File: config.mk
export PLATFORM = sky130hd
export DESIGN_NAME = uart_rx_ctrl
export DESIGN_NICKNAME = d
export VERILOG_FILES = /design/src/rtl/uart_rx_ctrl.sv
export SDC_FILE = /design/constraint.sdc
export NUM_CORES = 1
export LEC_CHECK = 0
export CORE_MARGIN = 2
export CORE_UTILIZATION = 35
export CTS_BUF_LIST = sky130_fd_sc_hd__clkbuf_16
export CTS_CLUSTER_SIZE = 16
export DETAILED_ROUTE_END_ITERATION = 16
export PLACE_DENSITY_LB_ADDON = 0.15
export SETUP_SLACK_MARGIN = 0.4
export SLEW_MARGIN = 10
export SYNTH_ARGS = -nofsm -noshare
export SYNTH_HDL_FRONTEND = slang
export SYNTH_SLANG_ARGS = --single-unit
File: constraint.sdc
create_clock -name clk -period 1.7 [get_ports clk]
set_input_delay 0.34 -clock clk [delete_from_list [all_inputs] [get_ports clk]]
set_output_delay 0.34 -clock clk [all_outputs]
set_load 0.005 [all_outputs]
File: src/rtl/uart_rx_ctrl.sv
// uart_rx_ctrl
//   Receive-side controller for the serial link into the processor.
//   Synchronizes the asynchronous serial line, detects and qualifies start
//   bits, samples a 10-bit frame (start, DATA_BITS data LSB-first, stop),
//   and hands each character over through a valid/ack handshake. Framing
//   errors are reported as a one-cycle pulse; lost characters set a sticky
//   overrun flag that is cleared by the next ack.
//
// Parameters
//   CLKS_PER_BIT  clk cycles per serial bit (even, >= 4)
//   DATA_BITS     data bits per frame
//
// Ports
//   clk          system clock, rising edge
//   rst          synchronous active-high reset
//   rx_in        asynchronous serial line, idle high
//   char_ack     processor accepts current char (only honoured while char_valid)
//   char_data    last accepted character, LSB = first data bit received
//   char_valid   char_data holds an unconsumed character
//   framing_err  one-cycle pulse: stop bit sampled low
//   overrun_err  sticky: a character was dropped because char_valid was high
//   busy         receiver FSM is not idle
module uart_rx_ctrl #(
  parameter int unsigned CLKS_PER_BIT = 16,
  parameter int unsigned DATA_BITS    = 8
) (
  input  logic                 clk,
  input  logic                 rst,
  input  logic                 rx_in,
  input  logic                 char_ack,
  output logic [DATA_BITS-1:0] char_data,
  output logic                 char_valid,
  output logic                 framing_err,
  output logic                 overrun_err,
  output logic                 busy
);

  localparam int unsigned CW = $clog2(CLKS_PER_BIT);
  localparam int unsigned BW = $clog2(DATA_BITS + 1);

  localparam logic [CW-1:0] HALF_M1  = CW'(CLKS_PER_BIT / 2 - 1);
  localparam logic [CW-1:0] FULL_M1  = CW'(CLKS_PER_BIT - 1);
  localparam logic [BW-1:0] LAST_BIT = BW'(DATA_BITS - 1);

  typedef enum logic [1:0] {
    IDLE,
    START,
    DATA,
    STOP
  } state_t;

  state_t               state, state_n;
  logic [CW-1:0]        cnt, cnt_n;
  logic [BW-1:0]        bidx, bidx_n;
  logic [DATA_BITS-1:0] sh, sh_n;
  logic                 sync1, sync2;
  logic                 rx_s;
  logic                 deliver;
  logic                 frame_bad;

  // Two-flop synchronizer; reset to the idle (high) line level so a reset
  // never looks like a start bit.
  always_ff @(posedge clk) begin
    if (rst) begin
      sync1 <= 1'b1;
      sync2 <= 1'b1;
    end else begin
      sync1 <= rx_in;
      sync2 <= sync1;
    end
  end

  assign rx_s = sync2;

  // State and bit-timing registers
  always_ff @(posedge clk) begin
    if (rst) begin
      state <= IDLE;
      cnt   <= '0;
      bidx  <= '0;
      sh    <= '0;
    end else begin
      state <= state_n;
      cnt   <= cnt_n;
      bidx  <= bidx_n;
      sh    <= sh_n;
    end
  end

  // Next-state, bit timing and frame-end decisions
  always_comb begin
    state_n   = state;
    cnt_n     = cnt;
    bidx_n    = bidx;
    sh_n      = sh;
    deliver   = 1'b0;
    frame_bad = 1'b0;

    case (state)
      IDLE: begin
        cnt_n  = '0;
        bidx_n = '0;
        if (!rx_s) begin
          state_n = START;
        end
      end

      START: begin
        // Re-check the line at mid start bit; a high line was a glitch.
        if (cnt == HALF_M1) begin
          cnt_n   = '0;
          state_n = rx_s ? IDLE : DATA;
        end else begin
          cnt_n = cnt + 1'b1;
        end
      end

      DATA: begin
        if (cnt == FULL_M1) begin
          cnt_n  = '0;
          // Right shift: the first data bit received ends up at the LSB.
          sh_n   = {rx_s, sh[DATA_BITS-1:1]};
          bidx_n = bidx + 1'b1;
          if (bidx == LAST_BIT) begin
            state_n = STOP;
          end
        end else begin
          cnt_n = cnt + 1'b1;
        end
      end

      STOP: begin
        if (cnt == FULL_M1) begin
          cnt_n   = '0;
          state_n = IDLE;
          if (rx_s) begin
            deliver = 1'b1;
          end else begin
            frame_bad = 1'b1;
          end
        end else begin
          cnt_n = cnt + 1'b1;
        end
      end

      default: begin
        state_n = IDLE;
      end
    endcase
  end

  assign busy = (state != IDLE);

  // Processor handshake. A delivery while a character is still pending keeps
  // the oldest character unless it is being acked in the very same cycle,
  // in which case the new character replaces it and valid stays high.
  always_ff @(posedge clk) begin
    if (rst) begin
      char_data   <= '0;
      char_valid  <= 1'b0;
      framing_err <= 1'b0;
      overrun_err <= 1'b0;
    end else begin
      framing_err <= frame_bad;
      if (deliver) begin
        if (!char_valid) begin
          char_data  <= sh;
          char_valid <= 1'b1;
        end else if (char_ack) begin
          char_data   <= sh;
          overrun_err <= 1'b0;
        end else begin
          overrun_err <= 1'b1;
        end
      end else if (char_valid && char_ack) begin
        char_valid  <= 1'b0;
        overrun_err <= 1'b0;
      end
    end
  end

endmodule

# Word level (Yosys, flattened, before mapping)
# Index checks and enable logic that the tools add are counted.
# Widths: inputs -> output; s select.
[totals]
in_bits = 4
register_bits = 31
wordCells = 62
[op_classes]
bitwise = 2
mux = 23
n_addsub = 2
n_eq_ne = 13
n_reduce_logical = 12
[op_table]
columns = ["operator", "n"]
rows = [
  ["$mux 8", 2],
  ["$ne 2x2->1 const B", 7],
  ["$mux 2", 6],
  ["$mux 4", 3],
  ["$pmux 4 s3", 1],
  ["$mux 1", 9],
  ["$add 4x1->4 const B", 2],
  ["$eq 4x3->1 const B", 2],
  ["$pmux 2 s4", 1],
  ["$pmux 4 s2", 1],
  ["$reduce_and 2->1", 4],
  ["$reduce_bool 2->1", 3],
  ["$reduce_and 5->1", 1],
  ["$eq 2x2->1 const B", 2],
  ["$eq 4x4->1 const B", 1],
  ["$reduce_or 3->1", 1],
  ["$eq 2x1->1 const B", 1],
  ["$logic_not 2->1", 1],
  ["$not 1->1", 2],
  ["$reduce_or 2->1", 1],
  ["$logic_and 1x1->1", 1],
]

# Logic depth before layout (Yosys ltp)
# Gate-level depths: netlist (run 1).
[logic_depth]
word_depth = 5
ltp_mapped = 6
depth_no_buf = 4

# Worst setup path before layout (run 1)
# No wires, ideal clock.
[synth_path]
path_type = "reg-to-reg"
start = "register cnt[0]"
end = "register bidx[3]"
setup_slack_ns = 0.310
t_arrival_ns = 1.316
stages_incl_launch_ff = 6
t_required_ns = 1.626
cell_sequence = "dfxtp_1 ha_1 buf_6 nand3_4 or4_1 a31oi_1"
[synth_between]
elab_chain_len = 3
[synth_lines]
columns = ["item", "line", "text"]
rows = [
  ["start: declaration", "53", "logic [CW-1:0] cnt, cnt_n;"],
  ["start signal: assignment", "84", "cnt <= cnt_n;"],
  ["$eq 4x4->1", "119", "if (cnt == FULL_M1) begin"],
  ["$ne 2x2->1 (no line)", "n/a", ""],
  ["$reduce_and 2->1 (no line)", "n/a", ""],
  ["end signal: assignment", "85", "bidx <= bidx_n;"],
  ["end: declaration", "54", "logic [BW-1:0] bidx, bidx_n;"],
]
# Every way passes these cells.
# A chain may end at the register's enable or synchronous reset.

==> results.ini, run 1 <==
[route]
routed_via_density=4.87
vias=1003
drc_errors=0
wl_per_cell_microns=12.3
ant_nets=0
drt_pass1_iterations=4
drtIter0Drc=40
routed_wirelength_microns=2530

[place]
place_inst=192
place_congestion=0.748
dpl.hpwl_microns=1760
dpl-instance-area_sq_um=1590
pre_cts_slack_ns=0.227
port_buffers=15

[finish]
seqCellArea_sq_um=632
final_common_cell=dfxtp_1
nets=164
fillers=353
utilization_pct=48.1
syn_to_final_growth_pct=29.8
multiInputGateArea_sq_um=717
layout_common_cells=24 x dfxtp_1, 20 x nand2b_1, 15 x mux2i_1
stdcell_count=206
fin_area_sq_um=1800
diodes=0
drive_above_1_share_pct=28.5

[power_and_ir_drop]
p_per_area_nw_per_um2=888
ir_drop_mv=0.436
p_leak_nw=0.768
finalPower_mw=1.60

[floorplanning]
die_area_sq_um=4480
die_w_microns=67.0
initial_core_util_pct=37.1
ioPinCount=16
die_h_microns=67.0
num_rows=22
fp.coreArea_sq_um=3740

[sta]
drv_slew=0
finalSetupViolations=0
worst_pin_slew_ns=0.302
max_slew_margin_pct=79.6
finalWorstSetupSlack_ns=0.399
hold_ws_ns=0.405
rsz0062_at_grt=true
setup_tns_ns=0
finalCritPeriodShare_pct=76.5
fin_crit_ns=1.30
max_freq_mhz=769
clock_skew_ns=0.00367
hold_viol_final=0

[critical_path]
crit_path_max_fanout=8
required_ns=1.90
endpoint_kind=flip-flop
critPathMaxStageDelay_ns=0.37
cp.arrival_ns=1.51
rrSetupSlack_ns=0.40
r2r_end=bidx[2]
worstSetupStartpointType=flip-flop
crit_type=reg -> reg
critical-path-top-delay-family=flip-flops
worstPathBufferInverterCount=1
cpMaxStageDelayCell=dfxtp_4
crit_chain=buf_6 -> or3b_1 -> mux2_2 -> a21oi_2
worst-r2r-cell-count=4

[worst_hold_path]
min_to=rx_s
min_from=sync1
min_path_type=reg -> reg
holdPathStages=1

[yosys]
synthesis.nets=138
yosysTopAreaCell=dfxtp_1
synth_top_area_share_pct=44.7
ys_seq_area_share_pct=44.7
ys_types=41
synth_area_leaders=dfxtp_1 45%, mux2i_1 11%, nand2b_1 9.0%, buf_6 4.1%, nand3_4 2.5%
synthArstFlopShare_pct=0
syn_avg_cell_area_sq_um=10.5
netlist_area_sq_um=1390
synthCells=132
synth_edf_count=0
ys.warnings.count=0
synth_flop_cell=dfxtp_1
ys_seq_elements=31

[cts]
cts_buffer_depth=2
cts_tree=built
htreeDepth=2
numCtsBuffers=5
root_buffer=clkbuf_16
cts_hold_buffers=0
cts.sinks=31
cts.clk_slew.worst_paths_ns=0.05
clk_latency_ns=0.27

[global_routing]
grt_max_degree=17
grt_overflow_total=0
gr-usage-all-layers_pct=12.8
grt_antenna_before_repair=0
grt_pass1_wl_microns=4210
grt_pass1_vias=920

[run_status]
run_status=finished clean

[flow_run]
cap_violations=0

## where the power goes
group          internal [mW]  switching (mW)  total (mW)
clock network          0.523           0.280       0.804
logic                 0.0349          0.0262      0.0611
registers              0.732         0.00395       0.735
total                   1.29           0.310        1.60
## state kept, by name, indices dropped and copies added (netlist names), named ones only
signal,flops
bidx,4
char_data,8
char_valid,1
cnt,4
framing_err,1
overrun_err,1
rx_s,1
sh,8
state,1
sync1,1
## synthesized netlist by cell type, drive strengths merged, types with 2 or more instances
| master | instances |
|---|---|
| nor3 | 3 |
| and3 | 2 |
| inv | 3 |
| nand2b | 20 |
| nand3 | 5 |
| buf | 9 |
| ha | 2 |
| nand2 | 4 |
| a211oi | 2 |
| a21oi | 5 |
| o21bai | 2 |
| mux2i | 15 |
| nor2 | 3 |
| nand4 | 2 |
| a31oi | 2 |
| or2 | 4 |
| dfxtp | 31 |
## worst max path at each step
| stage | start | end | slack [ns] | depth (start not counted) |
|---|---|---|---|---|
| after global routing | flip-flop | bidx[2] | 0.34 | 4 |
| after detailed placement | char_ack | char_data[3] | 0.23 | 4 |
| after CTS | state[0] | busy | 0.35 | 3 |
| after floorplan | cnt[1] | bidx[1] | 0.41 | 6 |
| final | flip-flop | bidx[2] | 0.40 | 4 |
| after global placement | rst | sh[5] | 0.22 | 4 |
## worst reg2reg max path: stages, from the launching register on
cell     delay [ns]
dfxtp_4        0.37
buf_6          0.12
or3b_1         0.35
mux2_2         0.28
a21oi_2        0.12
## what timing repair did
action | in CTS | in global routing
buffers inserted | 1 | 6
pin swaps | 1 | 5
gates resized for setup | 21 | 11
endpoints found under the setup margin | 31 | 23
gates cloned | 0 | 0
## per-layer routing
| metal | share of wire [%] | track usage [%] | vias to the layer above |
|---|---|---|---|
| li1 | - | - | 513 |
| met3 | 4.7 | 5.57 | 3 |
| met5 | 0 | 0 | - |
| met1 | 47 | 16.4 | 470 |
| met4 | 0.75 | 4.59 | 0 |
| met2 | 47 | 19.1 | 17 |
## cells by family (layout without fill, tap and decap cells)
group           Yosys count  in the layout  share of synthesized area (%)
simple gates             50             50                           23.7
flops                    31             31                           44.7
compound gates           18             18                           9.92
mux                      16             16                           11.6
buf+inv                  13             39                           6.94
fa+ha+maj                 2              2                           1.80
xor+xnor                  2              2                           1.26
## cell type report
type                    count  share of cell area [%]
multi-input cells          88                    39.8
repair buffers             29                    13.8
inverters                   3                   0.625
clock buffers               5                    6.94
flip-flops and latches     31                    35.1
well taps                  48                    3.33
clock inverters             2                   0.486
Note: power is estimated with default switching activity, not from simulation.
==> inputs of run 2 (changes only) <==
Clock period 1.7 ns to 1.3 ns, I/O delays scaled along.
==> results.ini, run 2 (synthesis gave the netlist of run 1 again) <==
[run_status]
run_status=finished clean

[route]
wl_per_cell_microns=13.9  ; +13%
vias=1128  ; +12%
drt_pass1_iterations=4  ; unchanged
routed_wirelength_microns=3230  ; +28%
routed_via_density=4.86  ; -0.14%
drtIter0Drc=22  ; -45%
ant_nets=0  ; unchanged
drc_errors=0  ; unchanged

[critical_path]
crit_path_start=state[0]
required_ns=1.50  ; -0.40 ns
r2r_end=bidx[3]
rrSetupSlack_ns=0.02  ; -0.38 ns
worst-r2r-cell-count=4  ; unchanged
cp.arrival_ns=1.48  ; -0.03 ns
worstSetupStartpointType=flip-flop
endpoint_kind=flip-flop
crit_path_max_fanout=5  ; -3
crit_type=reg -> reg
timing.rr.start=state[0]

[flow_run]
cap_violations=0  ; unchanged

[sta]
max_slew_margin_pct=80.3  ; +0.78 points
hold_viol_final=0  ; unchanged
setup_tns_ns=0  ; unchanged
finalCritPeriodShare_pct=98.5  ; +22 points
worst_pin_slew_ns=0.295  ; -0.00735 ns
rsz0062_at_grt=true
clock_skew_ns=0.00286  ; -0.000818 ns
fin_crit_ns=1.28  ; -0.0206 ns
finalWorstSetupSlack_ns=0.0198  ; -0.379 ns
hold_ws_ns=0.429  ; +0.0243 ns
max_freq_mhz=781  ; +1.6%
finalSetupViolations=0  ; unchanged
drv_slew=0  ; unchanged

[finish]
reg.largest.list=char_data (8), sh (8)
utilization_pct=57.3  ; +9.2 points
final_common_cell=buf_4
nets=189  ; +15%
drive_above_1_share_pct=56.0  ; +27 points
stdcell_count=232  ; +13%
diodes=0  ; unchanged
layout_common_cells=26 x buf_4, 19 x nand2b_1, 16 x dfxtp_1
fin_area_sq_um=2150  ; +19%
syn_to_final_growth_pct=54.6

[cts]
cts_tree=built
cts.sinks=31  ; unchanged
root_buffer=clkbuf_16
clk_latency_ns=0.27  ; about the same
numCtsBuffers=5  ; unchanged
cts_buffer_depth=2  ; unchanged
cts_hold_buffers=0  ; unchanged
htreeDepth=2  ; unchanged
cts.clk_slew.worst_paths_ns=0.05  ; about the same

[worst_hold_path]
min_to=rx_s
min_path_type=reg -> reg
holdPathStages=1  ; unchanged
min_from=sync1

[global_routing]
grt_antenna_before_repair=0  ; unchanged
gr-usage-all-layers_pct=16.6  ; +3.7 points
grt_pass1_wl_microns=5380  ; +28%
grt_max_degree=11  ; -6
grt_pass1_vias=1168  ; +27%
grt_overflow_total=0  ; unchanged

[power_and_ir_drop]
clkPwrFrac_pct=55.0  ; +4.8 points
finalPower_mw=2.35  ; +47%
seq_power_share_pct=40.8  ; -5.2 points
p_int_mw=1.90  ; +47%
switching_share_pct=19.2  ; -0.17 points
power_frac_comb_pct=4.2  ; +0.4 points
p_leak_nw=0.945  ; +23%
p_per_area_nw_per_um2=1100  ; +23%
p_sw_mw=0.452  ; +46%
ir_drop_mv=0.714  ; +64%

[place]
port_buffers=15  ; unchanged
pre_cts_slack_ns=-0.0944  ; -0.321 ns
place_inst=207  ; +7.8%
dpl.hpwl_microns=2060  ; +17%
dpl-instance-area_sq_um=1730  ; +9.1%
place_congestion=0.835  ; +12%

[floorplanning]
ioPinCount=16  ; unchanged
die_w_microns=67.0  ; unchanged
initial_core_util_pct=37.1  ; unchanged
die_h_microns=67.0  ; unchanged
die_area_sq_um=4480  ; unchanged
num_rows=22  ; unchanged
fp.coreArea_sq_um=3740  ; unchanged

## run 2: changes by cell type in the layout (fill, tap and decap cells not counted), sizes merged
cell	before	now
buf	14	50
clkdlybuf4s50	3	2
bufinv	0	1
dlygate4sd2	11	1
## run 2: layer usage
layer	part of all wire, %	global-route usage, %	vias to the layer above
li1	-	-	564
met1	45	18.7	540
met2	50	27.4	17
met3	3.5	6.59	7
met4	1.8	7.40	0
met5	0	0	-
## run 2: how the worst max path moves through the flow
stage	end	slack (ns)	cells past startpoint
after floorplan	bidx[1]	0.02	6
after global placement	sh[3]	-0.07	4
after detailed placement	sh[1]	-0.09	4
after CTS	bidx[3]	-0.03	4
after global routing	bidx[3]	-0.04	4
final	bidx[3]	0.02	4
## run 2: final cells by class
cell class	instances	area, sq um
fillers	341	1600
clock buffers	5	125
repair buffers	54	453
well taps	48	60.1
multi-input cells	88	813
flip-flops and latches	31	644
clock inverters	3	38.8
inverters	3	11.3
## run 2: critical path, cell delays in order, from the launching register on
cell and delay [ns]:
dfxtp_4 0.35, buf_6 0.12, nand2b_4 0.13, or4_1 0.46
a31oi_1 0.15
## run 2: power groups by stage
stage / combinational [mW] / clock (mW) / sequential, mW
floorplan: 0.0477 / 0 / 0.981
global placement: 0.0759 / 0 / 0.984
detailed placement: 0.0767 / 0 / 0.984
CTS: 0.0884 / 1.31 / 0.961
global route: 0.106 / 1.38 / 0.959
finish: 0.0985 / 1.29 / 0.960
## run 2: repair_timing
action / in CTS / in global routing
buffers inserted: 11 / 6
pin swaps: 13 / 9
gates cloned: 0 / 0
resized for setup: 85 / 16
endpoints found under the hold margin: 0 / 0
setup endpoints to repair: 43 / 40
